==> src/rtl/chunked_seq_adder_if.sv <==
// Request/result bundle for chunked_seq_adder; Sub exists only with CHUNKED_SEQ_ADDER_ADDSUB_EN.
// master drives the operands and Start, slave (the adder) drives the results.
interface chunked_seq_adder_if #(
   parameter int WIDTH = 16
) ();
   logic             Start;
   logic [WIDTH-1:0] A;
   logic [WIDTH-1:0] B;
   logic             Cin;
`ifdef CHUNKED_SEQ_ADDER_ADDSUB_EN
   logic             Sub;
`endif
   logic [WIDTH-1:0] S;
   logic             Cout;
   logic             Ovf;
   logic             Busy;
   logic             Done;

   modport master (
      output Start, A, B, Cin,
`ifdef CHUNKED_SEQ_ADDER_ADDSUB_EN
      output Sub,
`endif
      input  S, Cout, Ovf, Busy, Done
   );

   modport slave (
      input  Start, A, B, Cin,
`ifdef CHUNKED_SEQ_ADDER_ADDSUB_EN
      input  Sub,
`endif
      output S, Cout, Ovf, Busy, Done
   );
endinterface

==> src/rtl/chunked_seq_adder.sv <==
// Sequential A+B+Cin, CHUNK bits per cycle; subtract option under CHUNKED_SEQ_ADDER_ADDSUB_EN.
// Done pulses N+1 cycles after accept; Start is ignored (not queued) while Busy.
module chunked_seq_adder #(
   parameter int WIDTH = 16,
   parameter int CHUNK = 4
) (
   input logic                Clk,
   input logic                Reset,
   chunked_seq_adder_if.slave bus
);
   localparam int N  = WIDTH / CHUNK;
   localparam int CW = (N > 1) ? $clog2(N) : 1;
   localparam logic [CW-1:0] LAST = CW'(N - 1);

   typedef enum logic [1:0] {IDLE, RUN, DONE} state_t;

   state_t           state, state_nxt;
   logic [WIDTH-1:0] wa, wb, ws;
   logic             carry;
   logic [CW-1:0]    cnt;
   logic             a_msb, b_msb;
   logic [WIDTH-1:0] s_q;
   logic             cout_q, ovf_q;

   logic             accept, last;
   logic [CHUNK:0]   slice;
   logic [WIDTH-1:0] slice_ext, ws_nxt;
   logic [WIDTH-1:0] b_eff;
   logic             cin_eff;

   always_comb begin
      b_eff   = bus.B;
      cin_eff = bus.Cin;
`ifdef CHUNKED_SEQ_ADDER_ADDSUB_EN
      // A - B == A + ~B + 1, so Cout high means no borrow
      if (bus.Sub) begin
         b_eff   = ~bus.B;
         cin_eff = 1'b1;
      end
`endif
   end

   assign slice     = {1'b0, wa[CHUNK-1:0]} + {1'b0, wb[CHUNK-1:0]} + {{CHUNK{1'b0}}, carry};
   assign slice_ext = WIDTH'(slice[CHUNK-1:0]);
   // Each slice enters at the top; after N slices the first one sits at bit 0
   assign ws_nxt    = (ws >> CHUNK) | (slice_ext << (WIDTH - CHUNK));
   assign last      = (cnt == LAST);

   always_ff @(posedge Clk) begin
      if (Reset) state <= IDLE;
      else       state <= state_nxt;
   end

   always_comb begin
      state_nxt = state;
      accept    = 1'b0;
      case (state)
         IDLE: begin
            if (bus.Start) begin
               accept    = 1'b1;
               state_nxt = RUN;
            end
         end
         RUN: begin
            if (last) state_nxt = DONE;
         end
         DONE: begin
            accept    = bus.Start;
            state_nxt = bus.Start ? RUN : IDLE;
         end
         default: state_nxt = IDLE;
      endcase
   end

   always_ff @(posedge Clk) begin
      if (Reset) begin
         wa     <= '0;
         wb     <= '0;
         ws     <= '0;
         carry  <= 1'b0;
         cnt    <= '0;
         a_msb  <= 1'b0;
         b_msb  <= 1'b0;
         s_q    <= '0;
         cout_q <= 1'b0;
         ovf_q  <= 1'b0;
      end else if (accept) begin
         wa    <= bus.A;
         wb    <= b_eff;
         ws    <= '0;
         carry <= cin_eff;
         cnt   <= '0;
         a_msb <= bus.A[WIDTH-1];
         b_msb <= b_eff[WIDTH-1];
      end else if (state == RUN) begin
         wa    <= wa >> CHUNK;
         wb    <= wb >> CHUNK;
         ws    <= ws_nxt;
         carry <= slice[CHUNK];
         cnt   <= cnt + CW'(1);
         if (last) begin
            s_q    <= ws_nxt;
            cout_q <= slice[CHUNK];
            ovf_q  <= (a_msb == b_msb) && (ws_nxt[WIDTH-1] != a_msb);
         end
      end
   end

   assign bus.S    = s_q;
   assign bus.Cout = cout_q;
   assign bus.Ovf  = ovf_q;
   assign bus.Busy = (state == RUN);
   assign bus.Done = (state == DONE);
endmodule

==> src/flat_wrapper.sv <==
// flat-port wrapper written by rule: the top's interface ports become plain ports
module chunked_seq_adder_flat 
#(
   parameter int WIDTH = 16,
   parameter int CHUNK = 4
)
  (Clk, Reset, bus_Start, bus_A, bus_B, bus_Cin, bus_S, bus_Cout, bus_Ovf, bus_Busy, bus_Done);
  chunked_seq_adder_if #(.WIDTH(WIDTH)) bus_i ();
  input logic Clk;
  input logic Reset;
  input wire logic [$bits(bus_i.Start)-1:0] bus_Start;
  input wire logic [$bits(bus_i.A)-1:0] bus_A;
  input wire logic [$bits(bus_i.B)-1:0] bus_B;
  input wire logic [$bits(bus_i.Cin)-1:0] bus_Cin;
  output wire logic [$bits(bus_i.S)-1:0] bus_S;
  output wire logic [$bits(bus_i.Cout)-1:0] bus_Cout;
  output wire logic [$bits(bus_i.Ovf)-1:0] bus_Ovf;
  output wire logic [$bits(bus_i.Busy)-1:0] bus_Busy;
  output wire logic [$bits(bus_i.Done)-1:0] bus_Done;
  assign bus_i.Start = bus_Start;
  assign bus_i.A = bus_A;
  assign bus_i.B = bus_B;
  assign bus_i.Cin = bus_Cin;
  assign bus_S = bus_i.S;
  assign bus_Cout = bus_i.Cout;
  assign bus_Ovf = bus_i.Ovf;
  assign bus_Busy = bus_i.Busy;
  assign bus_Done = bus_i.Done;
  chunked_seq_adder #(.WIDTH(WIDTH), .CHUNK(CHUNK)) u_core (.Clk(Clk), .Reset(Reset), .bus(bus_i));
endmodule
==> config.mk <==
export PLATFORM = sky130hd
export DESIGN_NAME = chunked_seq_adder_flat
export DESIGN_NICKNAME = d
export VERILOG_FILES = /design/src/rtl/chunked_seq_adder_if.sv /design/src/rtl/chunked_seq_adder.sv /design/src/flat_wrapper.sv
export SDC_FILE = /design/constraint.sdc
export NUM_CORES = 1
export LEC_CHECK = 0
export CAP_MARGIN = 20
export CORE_ASPECT_RATIO = 0.9
export CORE_UTILIZATION = 35
export DETAILED_ROUTE_END_ITERATION = 6
export PLACE_DENSITY = 0.6
export SYNTH_ARGS = -nofsm -noshare
export SYNTH_HDL_FRONTEND = slang
export SYNTH_SLANG_ARGS = --single-unit
==> constraint.sdc <==
create_clock -name Clk -period 2 [get_ports Clk]
set_input_delay 0.4 -clock Clk [delete_from_list [all_inputs] [get_ports Clk]]
set_output_delay 0.4 -clock Clk [all_outputs]
set_load 0.02 [all_outputs]
# After elaboration in Yosys (flattened, before gate mapping)
# Cells that the tools add are included.
# Widths: inputs -> output; s select.
[totals] reg_bits=73 inputBits=36 out_inout_bits=20 wordCells=41
[classes] add_sub_neg=3 eq_ne=7 n_mux=12 bitwise=2 n_reduce_logical=6
[op_table] operator="$mux 16" count=4
[op_table] operator="$or 12x16->16" count=1
[op_table] operator="$pmux 2 s3" count=1
[op_table] operator="$add 4x4->5" count=1
[op_table] operator="$add 5x1->5" count=1
[op_table] operator="$eq 2x2->1 const B" count=2
[op_table] operator="$mux 1" count=4
[op_table] operator="$mux 2" count=2
[op_table] operator="$reduce_and 3->1" count=1
[op_table] operator="$add 2x1->2 const B" count=1
[op_table] operator="$eq 2x1->1 const B" count=1
[op_table] operator="$logic_not 2->1" count=1
[op_table] operator="$ne 2x1->1 const B" count=1
[op_table] operator="$ne 2x2->1 const B" count=1
[op_table] operator="$pmux 1 s2" count=1
[op_table] operator="$reduce_and 2->1" count=1
[op_table] operator="$reduce_bool 2->1" count=1
[op_table] operator="$reduce_or 2->1" count=1
[op_table] operator="$eq 1x1->1" count=1
[op_table] operator="$logic_and 1x1->1" count=1
[op_table] operator="$ne 1x1->1" count=1
[op_table] operator="$not 1->1" count=1

# Logic depth before layout (Yosys ltp)
[logic_depth] word_depth=5 ltp_mapped=7 depth_no_buf=7

# Worst setup path after synthesis
# OpenSTA, ideal clock, no wires.
[synth_path] path_kind="register to register" startpoint="register u_core.carry" endpoint="register u_core.ovf_q, in the netlist u_core.bus.Ovf" setup_time_ns=0.088 arrival_ns=1.639 required_time_ns=1.912 setup_slack_ns=0.273 path_stages_with_launch=6 path_buffers=0 period_less_slack_ns=1.727 cell_sequence="dfxtp_1 -> fa_1 -> nand3_1 -> a21oi_1 -> or4_4 -> a311oi_2"
[synth_between] elab_chain_len=4
[synth_lines] item="from (decl)" line="chunked_seq_adder.sv:19" text="logic carry;"
[synth_lines] item="from (signal assigned)" line="chunked_seq_adder.sv:91" text="carry <= cin_eff;"
[synth_lines] item="from (signal assigned)" line="chunked_seq_adder.sv:99" text="carry <= slice[CHUNK];"
[synth_lines] item="$add 5x1->5" line="chunked_seq_adder.sv:43" text="assign slice = {1'b0, wa[CHUNK-1:0]} + {1'b0, wb[CHUNK-1:0]} + {{CHUNK{1'b0}}, carry};"
[synth_lines] item="$or 12x16->16" line="chunked_seq_adder.sv:46" text="assign ws_nxt = (ws >> CHUNK) | (slice_ext << (WIDTH - CHUNK));"
[synth_lines] item="$ne 1x1->1" line="chunked_seq_adder.sv:104" text="ovf_q <= (a_msb == b_msb) && (ws_nxt[WIDTH-1] != a_msb);"
[synth_lines] item="$logic_and 1x1->1" line="chunked_seq_adder.sv:104"
[synth_lines] item="to (signal assigned)" line="chunked_seq_adder.sv:104"
[synth_lines] item="to (decl)" line="chunked_seq_adder.sv:23" text="logic cout_q, ovf_q;"
# No other way between the ends.
# A chain may end at the register's enable or synchronous reset.

# Worst setup path in the final report
[layout_path] startpoint="register u_core.state[0]" endpoint="output port bus_Done"
[layout_between] elab_chain_len=1
[layout_lines] item="from (decl)" line="chunked_seq_adder.sv:17" text="state_t state, state_nxt;"
[layout_lines] item="from (signal assigned)" line="chunked_seq_adder.sv:51" text="else state <= state_nxt;"
[layout_lines] item="$eq 2x2->1" line="chunked_seq_adder.sv:113" text="assign bus.Done = (state == DONE);"
[layout_lines] item="to (decl)" line="flat_wrapper.sv:19" text="output wire logic [$bits(bus_i.Done)-1:0] bus_Done;"
# No other way between the ends.

==> run summary <==
Area of the multi-input gates = 0.00115 mm²
Core Area = 0.00718 mm²
Final setup violation count = 0
Slowest cell on crit path = clkdlybuf4s50_1
Drt pass-1 iters = 4
Hold WC Path Type = in2reg
Setup tns final = 0 ns
Total CTS buffers = 9
Initial Utilization = 36.7%
Die ar. = 0.00789 mm²
Yosys cell types = 28
Fin. Hold Viols = 0
Postcts setup bufs = 0
Buffers on Ports = 55
Worst Slack Setup Final = 0.208 ns
Layout fillers = 712
Met3 GRT Util = 6.25%
Hold-fix buffers, CTS = 0
DP Cell Count = 448
Seq. cell area = 0.00138 mm²
R2R Path Start = u_core.carry
Grt met2 use = 25.3%
Final WL = 5920 µm
Pleak = 1.22 nW
Iter 0 DRT Violations = 96
DRC violation count after routing = 0
Max-Cap Viols = 0
Post-synthesis sequential area ratio = 52.3%
Initial antenna violation count = 0
Antenna Nets Post-Route = 0
Hold EP = u_core.state[1]
GRT Resource Usage Total = 16.7%
Top cells by area, synth = dfxtp_1 52%, nand2_1 12%, a21oi_1 11%, a22oi_1 8.8%, clkbuf_1 2.3%
Vias = 2256
R2R setup slack = 0.22 ns
RSZ-0062 raised after global routing = no
Share of the synthesized area in the top cell type = 52.3%
Post-Syn Nets = 354
Reg2reg end = u_core.bus.Ovf
Maximum vdd drop = 0.340 mV
Critical path class = reg2out
Synth Area per Inst = 8.46 µm²
CTS sink cnt = 69
Fmax = 558 MHz
WP data required = 1.60 ns
DR WL/cell = 12.8 µm
Fin nets = 408
Most common cell after layout, fill and taps aside = nand2_1
CP Capture Type = primary output
Cell Pwr Density = 792 mW/mm²
Startpoint Class = flip-flop
CTS max path bufs = 2
Vias in the first global route = 2183
I/O Pins = 56
Clock slew at reported path FFs = 0.07 ns
Worst Path Max Fanout = 4
Post-DP HPWL = 4020 µm
Total gr overflow = 0
Met1 Use GR = 22.4%
Commonest cells after routing, fill and taps aside = 82 x nand2_1, 69 x dfxtp_1, 56 x a21oi_1
Critical Path Max Stage Delay = 0.60 ns
DIE HEIGHT = 84.4 µm
Min cycle time layout = 1.79 ns
Tcrit/Tclk final = 89.6%
Slew Viols, Final = 0
Post-synth top area cell = dfxtp_1
YS warnings = 0
Crit-path cells = nor2b_1, clkdlybuf4s50_1
Area grow syn2layout = 32.1%
CTS HTree Levels = 3
Critical Path AT = 1.39 ns
Worst Clk Skew = 0.00826 ns
Clock root cell = clkbuf_8
Hold Startpoint = Reset
Diode count = 0
Layout cells sized above 1 = 8.11%
WP buf/inv = 1
Synth Instances = 312
Mapped cell area = 0.00264 mm²
Worst-Margin Slew = 0.574 ns
Global-route wire length before repair = 10200 µm
Most used routing layer = met2
Routability cong. = 0.716
R2R depth = 5
Latest clock arrival within the worst-skew pair = 0.33 ns
Seq cells post-synth = 69
Die width = 93.5 µm
Hold Slack = 0.254 ns
Status = finished clean
Cell family with most CP delay = buffers and inverters
Num rows = 29
Finished Layout Cells = 463
Rel. slew slack = 61.7%
Routed vias/inst = 4.87
Worst Hold Depth = 2
CTS tree = done
Largest net degree at the start of global routing = 55
Pre-CTS setup slack = 0.233 ns
state kept, by name, indices dropped and copies added (netlist names):
signal and flops:
u_core.a_msb 1, u_core.b_msb 1, u_core.bus.Cout 1, u_core.bus.Ovf 1, u_core.bus.S 16, u_core.carry 1, u_core.cnt 2, u_core.state 2
u_core.wa 16, u_core.wb 16, u_core.ws 12
repair_timing:
action                                  in CTS  in global routing
gates resized for setup                      0                  1
endpoints found under the hold margin        0                  0
endpoints found under the setup margin       0                  1
cells in the mapped netlist:
cell type and number:
inv_1 4, nand3b_1 1, nor2_1 16, inv_2 1, and2_1 1, nand3_1 1, a22oi_1 31, ha_1 4
or4_4 1, a311oi_2 1, clkbuf_1 16, nor3_1 2, a21oi_1 56, buf_2 6, and3_1 1, dfxtp_1 69
or2_1 1, o21ai_1 2, nand2_1 82, nand2b_1 3, or4_1 1, a211oi_1 2, o31ai_1 1, nor2b_1 3
o211ai_1 1, o21a_1 1, fa_1 2, xnor2_1 2
per-stage QoR:
stage	cell area (µm²)	utilization, %	power, mW
6_report	3480	48.5	2.76
5_1_grt	3480	48.5	2.91
4_1_cts	3480	48.5	2.80
3_5_place_dp	3320	46.2	1.83
3_3_place_gp	3320	46.2	1.82
2_1_floorplan	2640	-	1.68
cell families after synthesis:
logic type | after synthesis | share of synthesized area [%]
adder cells (fa/ha/maj) | 6 | 3.41
AO/OA/AOI/OAI | 95 | 21.8
flip-flops | 69 | 52.3
AND/OR/NAND/NOR | 113 | 17.6
XOR/XNOR | 2 | 0.664
buffers and inverters | 27 | 4.13
where the power goes:
part           total [mW]  switching, mW  internal (mW)  leakage [nW]
clock               0.968          0.495          0.473        0.0812
combinational       0.330          0.171          0.158         0.579
sequential           1.46         0.0344           1.43         0.562
total                2.76          0.701           2.06          1.22
layer usage:
| metal | wire length (µm) | part of all wire [%] |
|---|---|---|
| met4 | 34 | 0.57 |
| met1 | 2890 | 49 |
| met2 | 2730 | 46 |
| met5 | 0 | 0 |
| met3 | 255 | 4.3 |
cell type report:
type,instances,share of cell area [%]
Tap cell,93,3.34
Sequential cell,69,39.6
Multi-Input combinational cell,216,33.1
Clock buffer,11,4.06
Clock inverter,4,0.718
Inverter,5,0.539
Timing Repair Buffer,65,18.6
how the worst max path moves through the flow:
stage | startpoint | to | slack, ns | cells after the start
after floorplan | u_core.carry | u_core.bus.Ovf | 0.27 | 5
after global placement | u_core.wb[2] | u_core.bus.Ovf | 0.25 | 5
after detailed placement | u_core.carry | u_core.bus.Ovf | 0.23 | 5
after CTS | u_core.state[0] | bus_Busy | 0.04 | 3
after global routing | u_core.wb[2] | u_core.bus.Ovf | 0.08 | 5
final | u_core.state[0] | bus_Done | 0.21 | 2
No activity file was read; power rests on OpenSTA's default activity.
